<file path="src/rtl/simmem_pkg.sv">
// Shared types and constants for the simmem read responder.
// Contents:
//   - AXI field widths and the largest supported beat/burst shapes
//   - burst_type_e : FIXED / INCR / WRAP / RESERVED encodings of burst_type
//   - rsp_e        : AXI read response codes, WStrbWidth bits wide
//   - raddr_t      : read address request (id, addr, burst_len, burst_size, burst_type)
//   - rdata_t      : read beat (id, data, rsp, last)
//   - resp_fsm_e   : burst sequencer states (IDLE / BURST)
//   - burst_is_err : whole-burst legality check
//   - next_addr    : beat-to-beat address step for FIXED / INCR / WRAP
package simmem_pkg;

  localparam int unsigned IdWidth           = 4;
  localparam int unsigned AxAddrWidth       = 16;
  localparam int unsigned AxLenWidth        = 8;
  localparam int unsigned AxSizeWidth       = 3;
  localparam int unsigned AxBurstWidth      = 2;
  localparam int unsigned MaxBurstSizeBytes = 4;
  localparam int unsigned MaxBurstSizeW     = $clog2(MaxBurstSizeBytes);
  localparam int unsigned MaxRBurstLen      = 8;
  localparam int unsigned WStrbWidth        = MaxBurstSizeBytes;

  typedef logic [AxAddrWidth:0] addr_ext_t;

  typedef enum logic [AxBurstWidth-1:0] {
    BURST_FIXED    = 2'd0,
    BURST_INCR     = 2'd1,
    BURST_WRAP     = 2'd2,
    BURST_RESERVED = 2'd3
  } burst_type_e;

  typedef enum logic [WStrbWidth-1:0] {
    RSP_OKAY   = 4'd0,
    RSP_EXOKAY = 4'd1,
    RSP_SLVERR = 4'd2,
    RSP_DECERR = 4'd3
  } rsp_e;

  typedef struct packed {
    logic [IdWidth-1:0]      id;
    logic [AxAddrWidth-1:0]  addr;
    logic [AxLenWidth-1:0]   burst_len;
    logic [AxSizeWidth-1:0]  burst_size;
    logic [AxBurstWidth-1:0] burst_type;
  } raddr_t;

  typedef struct packed {
    logic [IdWidth-1:0]           id;
    logic [MaxBurstSizeBytes-1:0] data;
    rsp_e                         rsp;
    logic                         last;
  } rdata_t;

  typedef enum logic {
    ST_IDLE  = 1'b0,
    ST_BURST = 1'b1
  } resp_fsm_e;

  // A burst is rejected as a whole when its shape cannot be served.
  function automatic logic burst_is_err(input raddr_t r);
    logic len_too_long;
    logic size_too_big;
    logic wrap_len_bad;
    len_too_long = ({1'b0, r.burst_len} + 9'd1) > 9'(MaxRBurstLen);
    size_too_big = r.burst_size > AxSizeWidth'(MaxBurstSizeW);
    wrap_len_bad = (r.burst_type == BURST_WRAP) &&
                   !((r.burst_len == 8'd1) || (r.burst_len == 8'd3) || (r.burst_len == 8'd7));
    return len_too_long || size_too_big || (r.burst_type == BURST_RESERVED) || wrap_len_bad;
  endfunction

  // Address of the beat following 'addr'. The extra top bit keeps
  // boundary + span from overflowing at the top of the address space.
  function automatic logic [AxAddrWidth-1:0] next_addr(
    input logic [AxAddrWidth-1:0]  addr,
    input logic [AxSizeWidth-1:0]  size,
    input logic [AxLenWidth-1:0]   len,
    input logic [AxBurstWidth-1:0] btype
  );
    addr_ext_t bytes;
    addr_ext_t span;
    addr_ext_t boundary;
    addr_ext_t incr;
    bytes    = addr_ext_t'(1) << size;
    span     = bytes * (addr_ext_t'(len) + addr_ext_t'(1));
    boundary = addr_ext_t'(addr) & ~(span - addr_ext_t'(1));
    incr     = addr_ext_t'(addr) + bytes;
    case (btype)
      BURST_FIXED: return addr;
      BURST_WRAP: begin
        if (incr >= boundary + span) return AxAddrWidth'(incr - span);
        else                         return AxAddrWidth'(incr);
      end
      default: return AxAddrWidth'(incr);
    endcase
  endfunction

endpackage

</file>
<file path="src/rtl/simmem_req_fifo.sv">
// Request queue in front of the burst sequencer.
// Ports:
//   clk_i, rst_i   clock, synchronous active-high reset
//   push_i         write wdata_i (caller guarantees !full_o)
//   wdata_i        raddr_t request
//   pop_i          drop the head entry (caller guarantees !empty_o)
//   rdata_o        head entry, valid while !empty_o
//   full_o         registered: Depth entries held
//   empty_o        registered: no entries held
module simmem_req_fifo
  import simmem_pkg::*;
#(
  parameter int unsigned Depth = 4
) (
  input  logic   clk_i,
  input  logic   rst_i,
  input  logic   push_i,
  input  raddr_t wdata_i,
  input  logic   pop_i,
  output raddr_t rdata_o,
  output logic   full_o,
  output logic   empty_o
);

  localparam int unsigned PtrW = $clog2(Depth);
  typedef logic [PtrW-1:0] ptr_t;
  typedef logic [PtrW:0]   cnt_t;

  raddr_t store_q [Depth];
  ptr_t   wptr_q;
  ptr_t   rptr_q;
  cnt_t   count_q;
  cnt_t   count_d;
  logic   full_q;
  logic   empty_q;

  always_comb begin
    count_d = count_q;
    if (push_i && !pop_i)      count_d = count_q + cnt_t'(1);
    else if (!push_i && pop_i) count_d = count_q - cnt_t'(1);
  end

  always_ff @(posedge clk_i) begin
    if (rst_i) begin
      wptr_q  <= '0;
      rptr_q  <= '0;
      count_q <= '0;
      full_q  <= 1'b0;
      empty_q <= 1'b1;
    end else begin
      if (push_i) wptr_q <= wptr_q + ptr_t'(1);
      if (pop_i)  rptr_q <= rptr_q + ptr_t'(1);
      count_q <= count_d;
      full_q  <= (count_d == cnt_t'(Depth));
      empty_q <= (count_d == '0);
    end
  end

  // Storage is not reset; the pointers alone define validity.
  always_ff @(posedge clk_i) begin
    if (push_i) store_q[wptr_q] <= wdata_i;
  end

  assign rdata_o = store_q[rptr_q];
  assign full_o  = full_q;
  assign empty_o = empty_q;

endmodule

</file>
<file path="src/rtl/simmem_axi_read_responder.sv">
// AXI4 read responder playing the memory behind the simmem delay model.
// Requests are queued in simmem_req_fifo; a two-state sequencer expands
// each request into burst_len+1 registered beats read from a small word
// array that is loaded through a backdoor write port.
// Ports:
//   clk_i, rst_i          clock, synchronous active-high reset
//   raddr_i / raddr_valid_i / raddr_ready_o   request channel
//   rdata_o / rdata_valid_o / rdata_ready_i   beat channel
//   mem_we_i, mem_waddr_i, mem_wdata_i        backdoor word write
// Build option: SIMMEM_RESPONDER_RANDOM_STALL_EN adds LFSR-driven
// back-pressure on the request channel and gaps between beats.
//
// Handshake: on both channels a transfer happens on a rising edge where
// valid and ready are both high. A producer holding valid keeps its
// payload stable until that edge; ready may change freely.
module simmem_axi_read_responder
  import simmem_pkg::*;
#(
  parameter int unsigned MemWords      = 64,
  parameter int unsigned ReqQueueDepth = 4
) (
  input  logic                          clk_i,
  input  logic                          rst_i,
  input  raddr_t                        raddr_i,
  input  logic                          raddr_valid_i,
  output logic                          raddr_ready_o,
  output rdata_t                        rdata_o,
  output logic                          rdata_valid_o,
  input  logic                          rdata_ready_i,
  input  logic                          mem_we_i,
  input  logic [$clog2(MemWords)-1:0]   mem_waddr_i,
  input  logic [MaxBurstSizeBytes-1:0]  mem_wdata_i
);

  localparam int unsigned MemAw = $clog2(MemWords);
  localparam int unsigned BeatW = AxLenWidth + 1;
  typedef logic [BeatW-1:0] beat_cnt_t;

  // ---------------- request queue ----------------
  raddr_t head;
  logic   fifo_full;
  logic   fifo_empty;
  logic   push;
  logic   pop;
  logic   accept_gate;
  logic   stall;

  simmem_req_fifo #(.Depth(ReqQueueDepth)) u_req_fifo (
    .clk_i   (clk_i),
    .rst_i   (rst_i),
    .push_i  (push),
    .wdata_i (raddr_i),
    .pop_i   (pop),
    .rdata_o (head),
    .full_o  (fifo_full),
    .empty_o (fifo_empty)
  );

`ifdef SIMMEM_RESPONDER_RANDOM_STALL_EN
  logic [7:0] lfsr_q;
  always_ff @(posedge clk_i) begin
    if (rst_i) lfsr_q <= 8'hA5;
    else       lfsr_q <= {lfsr_q[6:0], lfsr_q[7] ^ lfsr_q[5] ^ lfsr_q[4] ^ lfsr_q[3]};
  end
  assign accept_gate = !lfsr_q[0];
  assign stall       = lfsr_q[1];
`else
  assign accept_gate = 1'b1;
  assign stall       = 1'b0;
`endif

  // full is registered, so a pop in the same cycle does not reopen ready.
  assign raddr_ready_o = !fifo_full && accept_gate && !rst_i;
  assign push          = raddr_valid_i && raddr_ready_o;

  // ---------------- backing store ----------------
  logic [MaxBurstSizeBytes-1:0] mem [MemWords];

  always_ff @(posedge clk_i) begin
    if (mem_we_i) mem[mem_waddr_i] <= mem_wdata_i;
  end

  // ---------------- burst sequencer ----------------
  resp_fsm_e state_q, state_d;
  rdata_t    rdata_q, rdata_d;
  logic      valid_q, valid_d;
  beat_cnt_t beats_q, beats_d;   // beats of the current burst not yet emitted
  logic [IdWidth-1:0]      id_q, id_d;
  logic [AxAddrWidth-1:0]  addr_q, addr_d;
  logic [AxLenWidth-1:0]   len_q, len_d;
  logic [AxSizeWidth-1:0]  size_q, size_d;
  logic [AxBurstWidth-1:0] type_q, type_d;
  logic                    err_q, err_d;

  logic                    sel_new;
  logic                    have_work;
  logic                    out_free;
  logic                    emit;
  logic [IdWidth-1:0]      src_id;
  logic [AxAddrWidth-1:0]  src_addr;
  logic [AxLenWidth-1:0]   src_len;
  logic [AxSizeWidth-1:0]  src_size;
  logic [AxBurstWidth-1:0] src_type;
  logic                    src_err;
  beat_cnt_t               src_beats;
  logic [AxAddrWidth-1:0]  word;
  logic                    in_range;
  rdata_t                  beat;

  // Pick the beat source: the active burst if it still owes beats,
  // otherwise the queue head. Taking the head as soon as the final beat
  // is consumed is what removes the bubble between bursts.
  always_comb begin
    sel_new   = (state_q == ST_IDLE) || (beats_q == '0);
    src_id    = id_q;
    src_addr  = addr_q;
    src_len   = len_q;
    src_size  = size_q;
    src_type  = type_q;
    src_err   = err_q;
    src_beats = beats_q;
    have_work = 1'b1;
    if (sel_new) begin
      src_id    = head.id;
      src_addr  = head.addr;
      src_len   = head.burst_len;
      src_size  = head.burst_size;
      src_type  = head.burst_type;
      src_err   = burst_is_err(head);
      src_beats = beat_cnt_t'(head.burst_len) + beat_cnt_t'(1);
      have_work = !fifo_empty;
    end

    word     = src_addr >> MaxBurstSizeW;
    in_range = word < AxAddrWidth'(MemWords);

    beat      = '0;
    beat.id   = src_id;
    beat.last = (src_beats == beat_cnt_t'(1));
    if (src_err || !in_range) begin
      beat.rsp  = RSP_SLVERR;
      beat.data = '0;
    end else begin
      beat.rsp  = RSP_OKAY;
      beat.data = mem[word[MemAw-1:0]];
    end
  end

  always_comb begin
    state_d = state_q;
    rdata_d = rdata_q;
    valid_d = valid_q;
    beats_d = beats_q;
    id_d    = id_q;
    addr_d  = addr_q;
    len_d   = len_q;
    size_d  = size_q;
    type_d  = type_q;
    err_d   = err_q;

    out_free = !valid_q || rdata_ready_i;
    emit     = out_free && !stall && have_work;
    pop      = emit && sel_new;

    if (emit) begin
      state_d = ST_BURST;
      rdata_d = beat;
      valid_d = 1'b1;
      beats_d = src_beats - beat_cnt_t'(1);
      id_d    = src_id;
      addr_d  = next_addr(src_addr, src_size, src_len, src_type);
      len_d   = src_len;
      size_d  = src_size;
      type_d  = src_type;
      err_d   = src_err;
    end else begin
      // Beat consumed with nothing new to load: drop valid, keep data.
      if (valid_q && rdata_ready_i) valid_d = 1'b0;
      if (!have_work && !valid_d)   state_d = ST_IDLE;
    end
  end

  always_ff @(posedge clk_i) begin
    if (rst_i) begin
      state_q <= ST_IDLE;
      rdata_q <= '0;
      valid_q <= 1'b0;
      beats_q <= '0;
      id_q    <= '0;
      addr_q  <= '0;
      len_q   <= '0;
      size_q  <= '0;
      type_q  <= '0;
      err_q   <= 1'b0;
    end else begin
      state_q <= state_d;
      rdata_q <= rdata_d;
      valid_q <= valid_d;
      beats_q <= beats_d;
      id_q    <= id_d;
      addr_q  <= addr_d;
      len_q   <= len_d;
      size_q  <= size_d;
      type_q  <= type_d;
      err_q   <= err_d;
    end
  end

  assign rdata_o       = rdata_q;
  assign rdata_valid_o = valid_q;

endmodule

</file>
<file path="config.mk">
export PLATFORM = sky130hd
export DESIGN_NAME = simmem_axi_read_responder
export DESIGN_NICKNAME = d
export VERILOG_FILES = /design/src/rtl/simmem_pkg.sv /design/src/rtl/simmem_req_fifo.sv /design/src/rtl/simmem_axi_read_responder.sv
export SDC_FILE = /design/constraint.sdc
export NUM_CORES = 1
export LEC_CHECK = 0
export CAP_MARGIN = 20
export CORE_ASPECT_RATIO = 1.1
export CORE_MARGIN = 8
export CORE_UTILIZATION = 51
export CTS_BUF_LIST = sky130_fd_sc_hd__clkbuf_2 sky130_fd_sc_hd__clkbuf_4 sky130_fd_sc_hd__clkbuf_8
export DETAILED_ROUTE_END_ITERATION = 10
export HOLD_SLACK_MARGIN = 0.03
export PLACE_DENSITY_LB_ADDON = 0.2
export SLEW_MARGIN = 20
export SYNTH_ARGS = -nofsm -noshare
export SYNTH_HDL_FRONTEND = slang
export SYNTH_SLANG_ARGS = --single-unit
</file>
<file path="constraint.sdc">
create_clock -name clk_i -period 13.7 [get_ports clk_i]
set_input_delay 2.74 -clock clk_i [delete_from_list [all_inputs] [get_ports clk_i]]
set_output_delay 2.74 -clock clk_i [all_outputs]
set_load 0.005 [all_outputs]
</file>
==> results.json, run 1 <==
{
  "slew_violations": 0,
  "fin_crit_sh": 0.790,
  "clockBufferDepth": 3,
  "cts_buffers": 74,
  "portBuffers": 59,
  "async_flop_share": 0,
  "slew_headroom": 0.335,
  "wl_per_cell_um": 21.0,
  "ys_seq_elements": 450,
  "ios": 63,
  "synth_flop_cell": "edfxtp_1",
  "cpPeakStageDelay_ns": 0.74,
  "vias": 17172,
  "grt_pass1_vias": 17402,
  "diodes": 0,
  "htreeDepth": 3,
  "fin_crit_ns": 10.82,
  "crit_fanout": 45,
  "clkTransAtPathRegs_ns": 0.06,
  "layout.cells.non_filler": 2891,
  "avgSynthCellArea_um2": 11.0,
  "start_util": 0.516,
  "postCtsSetupBuffers": 0,
  "cp_slowest_cell": "buf_4",
  "cts.sinks": 450,
  "fin_setup_tns_ns": 0,
  "fin_nets": 2426,
  "core_area_um2": 46700,
  "drt_wl_total_mm": 60.8,
  "fillers": 3983,
  "detail-route-antenna-nets": 0,
  "grt_max_degree": 81,
  "syn_inst": 2188,
  "end_kind": "flop",
  "hp-class": "reg -> reg",
  "drive_gt1_frac": 0.101,
  "crit_arrival_ns": 11.37,
  "post-route-drc-count": 0,
  "worst-setup-path-type": "reg -> reg",
  "required_ns": 14.25,
  "yosys_warnings": 0,
  "routed_via_density": 5.94,
  "worstSetupEndpoint": "addr_q[12]$_SDFFE_PP0P_",
  "cts-hold-fix-buffers": 0,
  "drv_cap": 0,
  "rsz0062_at_grt": "no",
  "dr.first_iter.drc_count": 1294,
  "grt_overflow": 0,
  "fp.dieH_um": 244,
  "die_x_um": 223,
  "reg2regPathDepth": 35,
  "r2r_slack_ns": 2.88,
  "dpl.cell_count": 2762,
  "synth-edff-count": 388,
  "grt_pass1_wl_mm": 93.8,
  "detail_route.first_pass.iterations": 5,
  "dp_hpwl_mm": 40.9,
  "skew_ns": 0.0291,
  "syn_area_um2": 24100,
  "worstMarginPinSlew_ns": 0.978,
  "status": "completed",
  "setup_viol": 0,
  "tritoncts": "done",
  "post_cts_resized": 0,
  "area_delta_synth_final_pct": 10.2,
  "cp-start-kind": "flop",
  "rr_startpoint": "state_q$_SDFFE_PP0P_",
  "grt_antenna_before_repair": 0,
  "track_usage": 0.218,
  "seq_area_frac_synth": 0.534,
  "ys_types": 91,
  "cpMostUsedCell": "ha_1",
  "max_freq_mhz": 92.4,
  "die-area_um2": 54500,
  "gp_congestion": 0.933,
  "report.final.hold_viol_count": 0,
  "worstSetupStartpoint": "state_q$_SDFFE_PP0P_",
  "fp-row-count": 83,
  "root_buffer": "clkbuf_8",
  "clkLatencyLatePin_ns": 0.65,
  "r2r_end": "addr_q[12]$_SDFFE_PP0P_"
}
[stage by stage]
| step | hold WS [ns] | util | area (um^2) | setup WS [ns] |
|---|---|---|---|---|
| 2_1_floorplan | 0.432 | - | 24100 | 4.09 |
| 3_3_place_gp | 0.445 | 0.539 | 25200 | 3.33 |
| 3_5_place_dp | 0.453 | 0.539 | 25200 | 3.07 |
| 4_1_cts | 0.461 | 0.569 | 26600 | 3.01 |
| 5_1_grt | 0.497 | 0.569 | 26600 | 2.09 |
| 6_report | 0.458 | 0.569 | 26600 | 2.88 |
[sequential cells by signal, indices dropped and copies added, names as in the netlist, named ones only]
| register | cells |
|---|---|
| mem | 256 |
| u_req_fifo.store_q | 132 |
| addr_q | 16 |
| beats_q | 9 |
| len_q | 8 |
| rdata_o | 6 |
| id_q | 4 |
| size_q | 3 |
| u_req_fifo.count_q | 3 |
| type_q | 2 |
| u_req_fifo.rptr_q | 2 |
| u_req_fifo.wptr_q | 2 |
| err_q | 1 |
| rdata_valid_o | 1 |
| state_q | 1 |
| u_req_fifo.empty_o | 1 |
| u_req_fifo.full_o | 1 |
[cell families after synthesis]
| logic type | count (synthesis) | share of synthesized area |
|---|---|---|
| fa+ha+maj | 136 | 0.0844 |
| compound gates | 331 | 0.101 |
| mux | 77 | 0.0511 |
| other cells | 1 | 0.000155 |
| simple gates | 904 | 0.165 |
| buf+inv | 219 | 0.0372 |
| flops | 450 | 0.534 |
| xor+xnor | 70 | 0.0260 |
[layout make-up]
cell class,count,area (um^2),share of cell area
clock buffers,97,1210,0.0455
clock inverters,32,168,0.00631
inverters,114,429,0.0161
multi-input cells,1521,10400,0.391
flip-flops and latches,450,12900,0.485
well taps,595,744,0.0280
repair buffers,82,738,0.0278
[cell usage after synthesis (all sizes together), types with 7 or more instances]
master	n	area, um^2
nor3	37	190
o21ai	45	236
a311oi	41	359
nand3	162	811
fa	45	901
a22oi	7	52.6
buf	36	211
xnor2	44	400
dfxtp	62	1240
a31oi	20	140
edfxtp	388	11700
o211ai	10	75.1
ha	90	1130
a21o	22	165
mux2i	40	444
nor2	206	788
nand2	387	1450
o21bai	8	60.1
a211oi	25	203
o21a	10	75.1
xor2	26	228
a21oi	78	390
or2	7	43.8
inv	113	424
a221oi	7	61.3
or3	8	50.1
nand2b	25	156
nor2b	10	62.6
a2111oi	8	134
and3	27	169
mux4	33	743
clkbuf	69	259
[metal layers]
metal | wire [um] | share of wire | up-vias | global-route usage
met5 | 0 | 0 | - | 0
li1 | - | - | 8041 | -
met2 | 31300 | 0.52 | 539 | 0.391
met4 | 2240 | 0.037 | 0 | 0.0975
met3 | 2890 | 0.048 | 132 | 0.0330
met1 | 24300 | 0.40 | 8460 | 0.257
[cell usage in the layout, fill, tap and decap left out, drive strengths merged, types with 8 or more instances in the layout]
cell type and instances:
nor2 206, o21bai 8, nand3 162, a31oi 20
mux2i 40, buf 28, nor3 37, inv 115
nor2b 10, or3 8, o211ai 10, xor2 26
o21ai 45, ha 90, fa 45, xnor2 44
and3 27, clkinv 28, nand2b 25, a211oi 25
clkbuf 97, nand2 387, a2111oi 8, clkdlybuf4s50 54
a21oi 78, a21o 22, a311oi 41, mux4 33
dfxtp 62, edfxtp 388, o21a 10
[worst max-delay path, delay by kind of cell (launching register included)]
| kind | cells | cell delay, ns |
|---|---|---|
| DFF | 1 | 0.50 |
| buffers and inverters | 5 | 1.01 |
| xor gates and xnor gates | 2 | 1.08 |
| AOI/OAI and AO/OA | 12 | 3.30 |
| adders and majority gates | 8 | 2.82 |
| and+or+nand+nor | 8 | 2.00 |
[worst min-delay path by stage]
stage | start | end | slack, ns | cells after the start
after floorplan | addr_q[0]$_SDFFE_PP0P_ | addr_q[0]$_SDFFE_PP0P_ | 0.43 | 2
after global placement | id_q[3]$_SDFFE_PP0P_ | id_q[3]$_SDFFE_PP0P_ | 0.44 | 2
after detailed placement | addr_q[0]$_SDFFE_PP0P_ | addr_q[0]$_SDFFE_PP0P_ | 0.45 | 2
after CTS | addr_q[0]$_SDFFE_PP0P_ | addr_q[0]$_SDFFE_PP0P_ | 0.46 | 2
after global routing | id_q[3]$_SDFFE_PP0P_ | id_q[3]$_SDFFE_PP0P_ | 0.50 | 2
final | addr_q[0]$_SDFFE_PP0P_ | addr_q[0]$_SDFFE_PP0P_ | 0.46 | 2
Power of run 1 is left out: the tool's default activity adds up to more than one toggle a clock period on the data nets, which glitch-free logic cannot reach.
==> inputs of run 2 (changes only) <==
==> constraint.sdc (replaced) <==
create_clock -name clk_i -period 10.1 [get_ports clk_i]
set_input_delay 2.02 -clock clk_i [delete_from_list [all_inputs] [get_ports clk_i]]
set_output_delay 2.02 -clock clk_i [all_outputs]
set_load 0.005 [all_outputs]
==> run 2 against run 1 <==
  * Die area unchanged
  * Utilization rose by 0.49 points
  * Fmax increased by 14%
  * Critical path depth unchanged
  * Via count decreased by 0.31%
  * Highest routed layer unchanged
  * Largest cell class unchanged
==> results.json, run 2 (synthesized netlist as in run 1, its figures left out) <==
{
  "portBuffers": 59,
  "grt_pass1_vias": 17388,
  "cpPeakStageDelay_ns": 0.52,
  "gp_congestion": 0.977,
  "detail_route.first_pass.iterations": 7,
  "root_buffer": "clkbuf_8",
  "fp.dieH_um": 244,
  "required_ns": 10.56,
  "fillers": 3904,
  "drv_cap": 0,
  "postCtsSetupBuffers": 0,
  "wl_per_cell_um": 20.7,
  "cp_slowest_cell": "a2111oi_0",
  "slew_headroom": 0.301,
  "tritoncts": "done",
  "clkLatencyLatePin_ns": 0.63,
  "seq_area_um2": 12900,
  "drt_wl_total_mm": 60.4,
  "layout_common_cells": "388 x edfxtp_1, 387 x nand2_1, 202 x nor2_1",
  "vias": 17119,
  "report.final.hold_viol_count": 0,
  "fin_crit_sh": 0.944,
  "cpMostUsedCell": "inv_1",
  "grt_antenna_before_repair": 0,
  "largest_reg_flops": 256,
  "area_delta_synth_final_pct": 11.1,
  "cts.sinks": 450,
  "grt_pass1_wl_mm": 94.9,
  "fp-row-count": 83,
  "diodes": 0,
  "end_kind": "flop",
  "rsz0062_at_grt": "no",
  "biggestRegsByFlops": "mem x256, u_req_fifo.store_q x132, addr_q x16",
  "path_buf_inv": 7,
  "detail-route-antenna-nets": 0,
  "start_util": 0.516,
  "clockBufferDepth": 3,
  "max_freq_mhz": 105,
  "dr.first_iter.drc_count": 1296,
  "fin_setup_tns_ns": 0,
  "status": "completed",
  "fin_crit_ns": 9.53,
  "die_x_um": 223,
  "multi_input_area_um2": 10400,
  "routed_via_density": 5.87,
  "dp_hpwl_mm": 41.2,
  "clkTransAtPathRegs_ns": 0.06,
  "htreeDepth": 3,
  "drive_gt1_frac": 0.113,
  "setup_viol": 0,
  "skew_ns": 0.0220,
  "worst-setup-path-type": "reg -> reg",
  "cts_buffers": 75,
  "worstMarginPinSlew_ns": 1.03,
  "fin_nets": 2449,
  "post-route-drc-count": 0,
  "crit_fanout": 14,
  "die-area_um2": 54500,
  "cts-hold-fix-buffers": 0,
  "final_common_cell": "edfxtp_1",
  "cp-start-kind": "flop",
  "crit_family": "adder cells",
  "ios": 63,
  "core_area_um2": 46700,
  "slew_violations": 0,
  "grt_overflow": 0,
  "hp-class": "reg -> reg",
  "crit_arrival_ns": 9.98,
  "track_usage": 0.219,
  "regMostFlops": "mem",
  "grt_max_degree": 93
}
## run 2: changes by cell type in the layout (fill, tap and decap cells not counted), moves of 2 or more
cell | before | now
a21oi_2 | 0 | 2
a21oi_1 | 78 | 76
clkinv_2 | 8 | 4
buf_4 | 23 | 45
clkbuf_4 | 20 | 28
## run 2: worst register-to-register path, delay by kind of cell (launching register included)
kind / cells / cell delay [ns]
DFF: 1 / 0.50
buffers and inverters: 7 / 1.04
AOI/OAI and AO/OA: 9 / 2.12
adders and majority gates: 7 / 2.50
muxes: 3 / 1.07
and+or+nand+nor: 7 / 1.68
xor gates and xnor gates: 2 / 0.43
## run 2: worst paths after layout
check                                            start  slack (ns)  cells after the start                     end
worst max-delay path              state_q$_SDFFE_PP0P_        0.57                     35  addr_q[9]$_SDFFE_PP0P_
worst min-delay path            addr_q[0]$_SDFFE_PP0P_        0.46                      2  addr_q[0]$_SDFFE_PP0P_
worst max register to register    state_q$_SDFFE_PP0P_        0.57                     35  addr_q[9]$_SDFFE_PP0P_
worst min register to register  addr_q[0]$_SDFFE_PP0P_        0.46                      2  addr_q[0]$_SDFFE_PP0P_
## run 2: layout make-up
type                       count  share of cell area
sequential                   450               0.481
inverter                     114              0.0160
clock buffer                 104              0.0469
clock inverter                26             0.00565
tap                          595              0.0278
multi-input combinational   1521               0.389
timing repair buffer         104              0.0337
## run 2: per-layer routing
metal,vias to the layer above,wire [um],track usage
li1,8101,-,-
met1,8328,23900,0.265
met2,543,31300,0.389
met3,147,2960,0.0305
met4,0,2230,0.0932
met5,-,0,0
## run 2: per-stage QoR
stage | hold slack (ns) | instances | worst slack (ns) | cell area (um^2) | utilization
CTS | 0.462 | 2914 | 0.391 | 26800 | 0.573
finish | 0.458 | 2914 | 0.570 | 26800 | 0.574
global route | 0.487 | 2914 | 0.0107 | 26800 | 0.574
floorplan | 0.432 | 2190 | 0.490 | 24100 | -
detailed placement | 0.453 | 2784 | 0.461 | 25400 | 0.543
global placement | 0.440 | 2784 | 0.546 | 25400 | 0.543
## run 2: what timing repair did
action | CTS | global route
setup endpoints to repair | 0 | 16
endpoints found under the hold margin | 0 | 0
gates resized for setup | 0 | 8
Power of run 2 is left out for the same reason.
==> inputs of run 3 (changes only) <==
--- a/config.mk
+++ b/config.mk
@@ -10,6 +10,7 @@
 export CORE_MARGIN = 8
 export CORE_UTILIZATION = 51
 export CTS_BUF_LIST = sky130_fd_sc_hd__clkbuf_2 sky130_fd_sc_hd__clkbuf_4 sky130_fd_sc_hd__clkbuf_8
+export CTS_CLUSTER_DIAMETER = 100
 export DETAILED_ROUTE_END_ITERATION = 10
 export HOLD_SLACK_MARGIN = 0.03
 export PLACE_DENSITY_LB_ADDON = 0.2
==> results of run 3 <==
Same layout as run 2: the final DEF is identical, and so are final timing and power.
Power of run 3 is left out for the same reason.
